[config.mk]
export PLATFORM = sky130hd
export DESIGN_NAME = string_hw_avalon_ctrl
export DESIGN_NICKNAME = d
export VERILOG_FILES = /design/src/rtl/string_hw_pkg.sv /design/src/rtl/string_hw_avalon_ctrl.sv
export SDC_FILE = /design/constraint.sdc
export NUM_CORES = 1
export LEC_CHECK = 0
export BUFFER_PORTS_ARGS = -buffer_cell sky130_fd_sc_hd__buf_2
export CAP_MARGIN = 20
export CORE_AREA = 2 2 330 332
export CTS_BUF_LIST = sky130_fd_sc_hd__clkbuf_4
export CTS_CLUSTER_SIZE = 8
export DETAILED_ROUTE_END_ITERATION = 10
export DIE_AREA = 0 0 332 334
export GPL_TIMING_DRIVEN = 0
export SKIP_LAST_GASP = 1
export SLEW_MARGIN = 30
export SYNTH_ARGS = -nofsm -noshare
export SYNTH_HDL_FRONTEND = slang
export SYNTH_SLANG_ARGS = --single-unit
[constraint.sdc]
create_clock -name clk -period 2.7 [get_ports clk]
set_input_delay 0.135 -clock clk [delete_from_list [all_inputs] [get_ports clk]]
set_output_delay 0.135 -clock clk [all_outputs]
set_load 0.03 [all_outputs]
[src/rtl/string_hw_pkg.sv]
// rtl/string_hw_pkg.sv - shared constants and types for the string accelerator controller
//
// Purpose: operand sizing, register map, STATUS/CTRL bit positions, op-index
//          and FSM state enums used by string_hw_avalon_ctrl and its bench.
// Ports:   none (package).

package string_hw_pkg;

    localparam int MAX_BLOCKS = 8;
    localparam int NUM_CHARS  = MAX_BLOCKS * 4;

    // Register map (word addresses)
    localparam logic [4:0] ADDR_A_BASE   = 5'h00;
    localparam logic [4:0] ADDR_B_BASE   = 5'h08;
    localparam logic [4:0] ADDR_CTRL     = 5'h10;
    localparam logic [4:0] ADDR_STATUS   = 5'h11;
    localparam logic [4:0] ADDR_RES_BASE = 5'h12;

    // STATUS bit indices
    localparam int ST_BUSY        = 0;
    localparam int ST_DONE        = 1;
    localparam int ST_ERR_INDEX   = 2;
    localparam int ST_ERR_TIMEOUT = 3;
    localparam int ST_OVERRUN     = 4;

    // CTRL bit indices
    localparam int CTRL_IE    = 30;
    localparam int CTRL_START = 31;

    typedef enum logic [3:0] {
        OP_CMP     = 4'd0,
        OP_UPPER   = 4'd1,
        OP_LOWER   = 4'd2,
        OP_REVERSE = 4'd3,
        OP_SEARCH  = 4'd4
    } op_e;

    typedef enum logic [1:0] {
        S_IDLE      = 2'd0,
        S_WAIT_DONE = 2'd1,
        S_WAIT_CLR  = 2'd2
    } state_e;

    function automatic logic index_valid(input logic [3:0] idx);
        return idx <= 4'(OP_SEARCH);
    endfunction

endpackage

[src/rtl/string_hw_avalon_ctrl.sv]
// rtl/string_hw_avalon_ctrl.sv - Avalon-MM register file and go/done initiator for the string accelerator
//
// Purpose: CPU loads operand strings A/B and an op select, writes CTRL.start;
//          the block raises acc_go, waits for acc_done, captures acc_result
//          into RES, drops acc_go and waits for acc_done to fall.
//          Optional feature macro: STRING_HW_CTRL_IRQ_EN (level irq + CTRL.ie).
// Ports:
//   clk, reset            clock, asynchronous active-low reset
//   avs_address/read/write/writedata/readdata   Avalon-MM slave, read latency 1
//   irq                   level interrupt to the CPU (0 unless macro defined)
//   acc_go/index/length/A/B   request to the accelerator
//   acc_done/result           response from the accelerator

module string_hw_avalon_ctrl
    import string_hw_pkg::*;
#(
    parameter int TIMEOUT_CYCLES = 1024
) (
    input  logic                          clk,
    input  logic                          reset,
    input  logic [4:0]                    avs_address,
    input  logic                          avs_read,
    input  logic                          avs_write,
    input  logic [31:0]                   avs_writedata,
    output logic [31:0]                   avs_readdata,
    output logic                          irq,
    output logic                          acc_go,
    output logic [3:0]                    acc_index,
    output logic [7:0]                    acc_length,
    output logic [0:NUM_CHARS-1][7:0]     acc_A,
    output logic [0:NUM_CHARS-1][7:0]     acc_B,
    input  logic                          acc_done,
    input  logic [0:NUM_CHARS-1][7:0]     acc_result
);

    localparam int CW = $clog2(TIMEOUT_CYCLES + 1);
    localparam int AW = $clog2(MAX_BLOCKS);

    logic [31:0]   a_q   [MAX_BLOCKS];
    logic [31:0]   b_q   [MAX_BLOCKS];
    logic [31:0]   res_q [MAX_BLOCKS];
    logic [3:0]    index_q;
    logic [7:0]    length_q;
    logic          done_q;
    logic          err_index_q;
    logic          err_timeout_q;
    logic          overrun_q;
    logic          ie_rd;
    state_e        state_q, state_d;
    logic [CW-1:0] cnt_q;

    // ---------------- address decode ----------------
    logic          a_hit, b_hit, ctrl_hit, status_hit, res_hit;
    logic [4:0]    res_off;
    logic [AW-1:0] word_sel, res_sel;

    assign a_hit      = (avs_address < ADDR_B_BASE);
    assign b_hit      = (avs_address >= ADDR_B_BASE) && (avs_address < ADDR_CTRL);
    assign ctrl_hit   = (avs_address == ADDR_CTRL);
    assign status_hit = (avs_address == ADDR_STATUS);
    assign res_off    = avs_address - ADDR_RES_BASE;
    assign res_hit    = (avs_address >= ADDR_RES_BASE) && (res_off < 5'(MAX_BLOCKS));
    assign word_sel   = avs_address[AW-1:0];
    assign res_sel    = res_off[AW-1:0];

    logic busy;
    logic start_req;
    logic timeout_now;

    assign busy        = (state_q != S_IDLE);
    assign start_req   = avs_write && ctrl_hit && avs_writedata[CTRL_START];
    assign timeout_now = (cnt_q == CW'(TIMEOUT_CYCLES - 1));

    // ---------------- FSM next state ----------------
    logic launch, capture, finish_ok, timeout_hit;

    always_comb begin
        state_d     = state_q;
        launch      = 1'b0;
        capture     = 1'b0;
        finish_ok   = 1'b0;
        timeout_hit = 1'b0;
        case (state_q)
            S_IDLE: begin
                if (start_req && index_valid(avs_writedata[3:0])) begin
                    launch  = 1'b1;
                    state_d = S_WAIT_DONE;
                end
            end
            S_WAIT_DONE: begin
                // A done arriving on the last allowed cycle still counts as success.
                if (acc_done) begin
                    capture = 1'b1;
                    state_d = S_WAIT_CLR;
                end else if (timeout_now) begin
                    timeout_hit = 1'b1;
                    state_d     = S_IDLE;
                end
            end
            S_WAIT_CLR: begin
                if (!acc_done) begin
                    finish_ok = 1'b1;
                    state_d   = S_IDLE;
                end else if (timeout_now) begin
                    timeout_hit = 1'b1;
                    state_d     = S_IDLE;
                end
            end
            default: state_d = S_IDLE;
        endcase
    end

    always_ff @(posedge clk or negedge reset) begin
        if (!reset) begin
            state_q <= S_IDLE;
            cnt_q   <= '0;
        end else begin
            state_q <= state_d;
            // Counter restarts on every state change and idles at zero.
            if (state_d != state_q || state_q == S_IDLE) begin
                cnt_q <= '0;
            end else begin
                cnt_q <= cnt_q + 1'b1;
            end
        end
    end

    // acc_go follows the state register directly, so it rises the cycle after
    // the start write and drops asynchronously with reset.
    assign acc_go = (state_q == S_WAIT_DONE);

    // ---------------- register file ----------------
    always_ff @(posedge clk or negedge reset) begin
        if (!reset) begin
            for (int k = 0; k < MAX_BLOCKS; k++) begin
                a_q[k]   <= '0;
                b_q[k]   <= '0;
                res_q[k] <= '0;
            end
            index_q       <= '0;
            length_q      <= '0;
            done_q        <= 1'b0;
            err_index_q   <= 1'b0;
            err_timeout_q <= 1'b0;
            overrun_q     <= 1'b0;
        end else begin
            // Operands and op select are frozen while an op is in flight.
            if (avs_write && !busy) begin
                if (a_hit) a_q[word_sel] <= avs_writedata;
                if (b_hit) b_q[word_sel] <= avs_writedata;
                if (ctrl_hit) begin
                    index_q  <= avs_writedata[3:0];
                    length_q <= avs_writedata[15:8];
                end
            end

            // Write-1-to-clear first; the event sets below override it.
            if (avs_write && status_hit) begin
                if (avs_writedata[ST_DONE])        done_q        <= 1'b0;
                if (avs_writedata[ST_ERR_INDEX])   err_index_q   <= 1'b0;
                if (avs_writedata[ST_ERR_TIMEOUT]) err_timeout_q <= 1'b0;
                if (avs_writedata[ST_OVERRUN])     overrun_q     <= 1'b0;
            end

            if (start_req) begin
                if (busy) begin
                    overrun_q <= 1'b1;
                end else if (launch) begin
                    done_q        <= 1'b0;
                    err_index_q   <= 1'b0;
                    err_timeout_q <= 1'b0;
                end else begin
                    err_index_q <= 1'b1;
                end
            end

            if (capture) begin
                for (int k = 0; k < MAX_BLOCKS; k++) begin
                    for (int b = 0; b < 4; b++) begin
                        res_q[k][8*b +: 8] <= acc_result[4*k + b];
                    end
                end
            end

            if (finish_ok) done_q <= 1'b1;

            if (timeout_hit) begin
                err_timeout_q <= 1'b1;
                done_q        <= 1'b0;
            end
        end
    end

`ifdef STRING_HW_CTRL_IRQ_EN
    logic ie_q;

    always_ff @(posedge clk or negedge reset) begin
        if (!reset) begin
            ie_q <= 1'b0;
        end else if (avs_write && ctrl_hit && !busy) begin
            ie_q <= avs_writedata[CTRL_IE];
        end
    end

    assign ie_rd = ie_q;
    assign irq   = ie_q & (done_q | err_index_q | err_timeout_q);
`else
    assign ie_rd = 1'b0;
    assign irq   = 1'b0;
`endif

    // ---------------- accelerator operand wiring ----------------
    assign acc_index  = index_q;
    assign acc_length = length_q;

    always_comb begin
        acc_A = '0;
        acc_B = '0;
        for (int k = 0; k < MAX_BLOCKS; k++) begin
            for (int b = 0; b < 4; b++) begin
                acc_A[4*k + b] = a_q[k][8*b +: 8];
                acc_B[4*k + b] = b_q[k][8*b +: 8];
            end
        end
    end

    // ---------------- read path ----------------
    logic [31:0] rd_data;

    always_comb begin
        rd_data = '0;
        if (a_hit) begin
            rd_data = a_q[word_sel];
        end else if (b_hit) begin
            rd_data = b_q[word_sel];
        end else if (ctrl_hit) begin
            rd_data = {1'b0, ie_rd, 14'b0, length_q, 4'b0, index_q};
        end else if (status_hit) begin
            rd_data = {27'b0, overrun_q, err_timeout_q, err_index_q, done_q, busy};
        end else if (res_hit) begin
            rd_data = res_q[res_sel];
        end
    end

    always_ff @(posedge clk or negedge reset) begin
        if (!reset) begin
            avs_readdata <= '0;
        end else if (avs_read) begin
            avs_readdata <= rd_data;
        end
    end

endmodule

# Word level (Yosys, flattened, before mapping)
# Cells that the tools add are included.
[totals] output_inout_bits=558 register_bits=829 elab_cells=123 in_bits=298
[op_classes] reduce_logical=15 add_sub_neg=2 eq_ne=6 n_mux=56 n_bitwise=2 magnitude_cmp=9
[op_table] operator="bitwise mux 256 bit" count=2
[op_table] operator="two-way mux 32 bit" count=12
[op_table] operator="binary-select mux 32 bit (select 3 bit)" count=3
[op_table] operator="demux 32 bit (select 3 bit)" count=1
[op_table] operator="two-way mux 1 bit" count=31
[op_table] operator="adder 11 x 1 -> 11 bit, second input constant" count=1
[op_table] operator="== test 11 x 10 -> 1 bit, second input constant" count=1
[op_table] operator="two-way mux 11 bit" count=1
[op_table] operator="== test 5 bit, second input constant" count=2
[op_table] operator="less-than comparator 5 x 4 -> 1 bit, second input constant" count=2
[op_table] operator="greater-or-equal comparator 4 bit, second input constant" count=2
[op_table] operator="logical AND 1 bit" count=8
[op_table] operator="two-way mux 2 bit" count=4
[op_table] operator="NOT 3 -> 4 bit" count=2
[op_table] operator="case mux 2 bit (3 select lines)" count=1
[op_table] operator="AND reduction 2 bit" count=3
[op_table] operator="greater-or-equal comparator 5 x 4 -> 1 bit, second input constant" count=1
[op_table] operator="greater-or-equal comparator 5 bit, second input constant" count=1
[op_table] operator="less-than comparator 5 bit, second input constant" count=1
[op_table] operator="subtractor 5 bit, second input constant" count=1
[op_table] operator="<= comparator 4 x 3 -> 1 bit, second input constant" count=1
[op_table] operator="less-than comparator 4 x 1 -> 1 bit, second input constant" count=1
[op_table] operator="== test 2 x 1 -> 1 bit, second input constant" count=1
[op_table] operator="== test 2 bit, second input constant" count=1
[op_table] operator="6 further kinds" count=6

# Longest topological paths before layout
[depth] ltp_word=11 ltp_mapped=13 ltp_nobuf=7

# Worst setup path before layout
# No wires, ideal clock.
[synth_path] path_kind="in2reg" startpoint="input port avs_address[1]" endpoint="register avs_readdata[3]" setup_slack_ps=-14 cell_stages=12 t_arrival_ps=2593 required_ps=2579 n_path_buf=7 setup_time_ps=121 cell_sequence="buf_2 -> buf_4 -> buf_4 -> buf_2 -> inv_1 -> ha_1 -> buf_2 -> clkbuf_1 -> buf_2 -> mux2i_1 -> o22ai_1 -> o22a_1"
[synth_via] elab_chain_cells=10 elab_cells_between_ends=26 cone_classes="1 x add/sub; 5 x order compare; 2 x eq/ne; 14 x mux; 2 x bitwise; 2 x reduce/logical"
[synth_rtl] element="from (decl)" line="string_hw_avalon_ctrl.sv:21" text="input logic [4:0] avs_address,"
[synth_rtl] element="subtractor 5 bit" line="string_hw_avalon_ctrl.sv:61" text="assign res_off = avs_address - ADDR_RES_BASE;"
[synth_rtl] element="NOT 3 -> 4 bit (not written as such)" line="string_hw_avalon_ctrl.sv:241" text="rd_data = res_q[res_sel];"
[synth_rtl] element="binary-select mux 32 bit (select 3 bit)" line="string_hw_avalon_ctrl.sv:241"
[synth_rtl] element="two-way mux 32 bit (not written as such) (2 in a row)" line="string_hw_avalon_ctrl.sv:241"
[synth_rtl] element="two-way mux 32 bit" line="string_hw_avalon_ctrl.sv:240" text="end else if (res_hit) begin"
[synth_rtl] element="two-way mux 32 bit" line="string_hw_avalon_ctrl.sv:238" text="end else if (status_hit) begin"
[synth_rtl] element="two-way mux 32 bit" line="string_hw_avalon_ctrl.sv:236" text="end else if (ctrl_hit) begin"
[synth_rtl] element="two-way mux 32 bit" line="string_hw_avalon_ctrl.sv:234" text="end else if (b_hit) begin"
[synth_rtl] element="two-way mux 32 bit (*)" line="string_hw_avalon_ctrl.sv:232" text="if (a_hit) begin"
[synth_rtl] element="to (signal assigned)" line="string_hw_avalon_ctrl.sv:249" text="avs_readdata <= rd_data;"
[synth_rtl] element="to (decl)" line="string_hw_avalon_ctrl.sv:25" text="output logic [31:0] avs_readdata,"
# Every way passes the cells marked *; elsewhere a longest branch is shown, timed or not. The select of a mux whose other input is x is not followed.
# A chain may end at the register's enable or synchronous reset.

# Final worst setup path
# Same ends and word-level chain as after synthesis.

==> results_dict.tcl <==
set metrics [dict create \
    cts_buffer_depth 3 \
    numCtsBuffers 226 \
    root_buffer "clkbuf_4" \
    drive_gt1_share_pct 55.3 \
    p_leak_nw 25.6 \
    synthFlopType "dfrtp_1" \
    drt_iter0_drc 1860 \
    yosys.area_share.adder_pct 0.335 \
    hp-start "avs_writedata[23]" \
    ys_seq_area_share_pct 55.6 \
    yosys.area_share.xor_xnor_pct 0.164 \
    routedWlPerCell_um 30.5 \
    outcome "complete, but fails checks" \
    chipWidth_um 332 \
    area_growth_pct 41.8 \
    synth_top_area_share_pct 55.6 \
    crit_fanout 20 \
    crit_chain "buf_2 > buf_2 > buf_6 > buf_6 > inv_1 > ha_1 > buf_2 > clkbuf_4 > buf_4 > mux2i_1 > o22ai_1 > o22a_1" \
    dpl_worst_slack_ps -2240 \
    yosysMostFrequentCell "dfrtp_1" \
    skew_ps 99.1 \
    setup_viol 2 \
    path_clk_slew_ps 70 \
    tightest_slew_ps 1120 \
    core-area_mm2 0.108 \
    async_flop_share_pct 100 \
    synthTopCellsByCount "dfrtp_1, mux2_2, mux4_2" \
    layout.nets 4358 \
    power-per-cell-area_mw_per_mm2 933 \
    synth_area_leaders "dfrtp_1, mux2_2, mux4_2" \
    required_ps 3750 \
    tritoncts "built" \
    synth_simple_gate_area_share_pct 1.48 \
    synth_seq_cells 829 \
    synth_cell_types 54 \
    slew_viol_final 0 \
    synth_largest_area_cell "dfrtp_1" \
    die_area_mm2 0.111 \
    rsz0062_at_grt "yes" \
    syn_area_mm2 0.0373 \
    utilization_pct 49.1 \
    clock_sinks 829 \
    maxCapViolCount 0 \
    r2r_start "state_q[0]$_DFF_PN0_" \
    violations "negative setup slack" \
    synth_top_family_by_area "multiplexers" \
    fin_ws_ps -5.58 \
    grt_use_total_pct 30.7 \
    via_count 29939 \
    dieHeight_um 334 \
    hp-class "in -> reg" \
    ys_warn_count 0 \
    initial_core_util_pct 34.6 \
    cp-startpoint "avs_address[1]" \
    cpMostUsedCell "buf_2" \
    slew_headroom_pct 25.2 \
    final.min_clock_period_ps 2710 \
    num_rows 121 \
    synth_area_per_cell_um2 15.9 \
    setup_tns_ps -10.2 \
    grt_pass1_vias 31708 \
    crit_path_end_kind "flop" \
    io_pins 856 \
    numPortBuffers 850 \
    gp_routability_congestion 0.873 \
    synth_compound_area_share_pct 2.36 \
    peakVddDrop_mv 0.511 \
    synth-edff-count 0 \
    drc 0 \
    holdWs_ps 178 \
    finalPower_w 0.0494 \
    worstSetupPathType "in -> reg" \
    grt_pass1_wl_um 240000 \
    fin_crit_sh_pct 100 \
    syn_inst 2345 \
    routed_wl_um 172000 \
    hpwlAfterDp_um 122000 \
    slowest_stage "mux2i_1" \
    routed_via_density 5.31 \
    fmax_ghz 0.370 \
    synth_mux_area_share_pct 37.5 \
    drtAntennaViolNets 0 \
    cpPeakStageDelay_ps 520 \
    crit_path_start_kind "input pin" \
    syn_nets 2653 \
    overflow 0 \
    clock_latency_ps 1180 \
    grt_antenna_before_repair 16 \
    hold_violations 0 \
    grt_max_degree 118 \
    first_pass_iters 5 \
    worst_ep_arrival_time_ps 3750 \
    htreeDepth 4 \
]
[report_power, final]
| group | total (W) | leakage [nW] | switching [W] | internal (W) |
|---|---|---|---|---|
| registers | 0.0196 | 10.5 | 0.00300 | 0.0166 |
| clock network | 0.0116 | 1.71 | 0.00566 | 0.00595 |
| logic | 0.0181 | 13.4 | 0.0106 | 0.00758 |
[area by class of cell]
cell class                 count  area [µm²]
inverter                      11        41.3
multi-input combinational   1311       15700
fill                        9553       54800
antenna                       13        32.5
tap                         1414        1770
clock buffer                 338        2540
timing repair buffer        1479       10800
buffer                       192        1050
sequential                   829       20700
clock inverter                54         318
[layer usage]
layer  GRT usage [%]  vias to the layer above  routed length [µm]
met2            50.9                     1426               83600
met1            37.6                    15814               68500
met3            8.83                      345               13500
met5               0                        -                   0
li1                -                    12354                   -
met4            12.8                        0                6700
[through the flow]
step	instances	area, µm²
2_1_floorplan	2345	37300
3_3_place_gp	4609	43400
3_5_place_dp	4621	43700
4_1_cts	5626	52800
5_1_grt	5637	52900
6_report	5641	53000
[final timing paths]
kind | to | slack (ps) | depth (start not counted)
worst max-delay path | avs_readdata[3]$_DFFE_PN0P_ | -6 | 12
worst min-delay path | acc_B[15]$_DFFE_PN0P_ | 180 | 4
worst max register to register | acc_A[243]$_DFFE_PN0P_ | 60 | 7
worst min register to register | cnt_q[0]$_DFF_PN0_ | 460 | 1
max in group asynchronous | acc_A[150]$_DFFE_PN0P_ | 130 | 8
min in group asynchronous | res_q[6]$_DFFE_PN0P_ | 680 | 5
[state kept, by name, summed over array words and instances, names as in the netlist]
register	flops
avs_readdata	32
err_timeout_q	1
res_q	256
acc_length	8
acc_index	4
overrun_q	1
acc_A	256
err_index_q	1
acc_B	256
done_q	1
cnt_q	11
state_q	2
[kinds of logic after synthesis]
kind of cell	count (synthesis)
simple gates	97
buf+inv	205
xor+xnor	7
flops	829
mux	1071
other cells	1
compound gates	125
fa+ha+maj	10
[timing repair]
| action | CTS | global route |
|---|---|---|
| gates cloned | 0 | 1 |
| hold buffers | 615 | 1 |
| hold endpoints to repair | 1539 | 2 |
| buffers inserted | 0 | 0 |
| endpoints found under the setup margin | 132 | 349 |
| resized for setup | 25 | 44 |
[critical path: cells and delay by family]
family	cells	cell delay [ps]
AO/OA/AOI/OAI	2	360
adder cells (fa/ha/maj)	1	450
buffers and inverters	8	2180
multiplexers	1	520
[layout by cell type (no fill, tap or decap), types with 14 or more instances in the layout]
master	instances
o22ai_1	28
dlygate4sd3_1	615
buf_4	15
mux2_2	765
o21ai_0	23
o22a_1	32
clkbuf_1	48
dfrtp_1	829
mux2i_1	101
mux4_2	184
nor2_1	19
clkinv_1	38
buf_6	14
nand2_1	31
buf_2	918
clkbuf_2	34
mux2_1	19
clkbuf_4	345
Power figures use the tool's default switching activity.
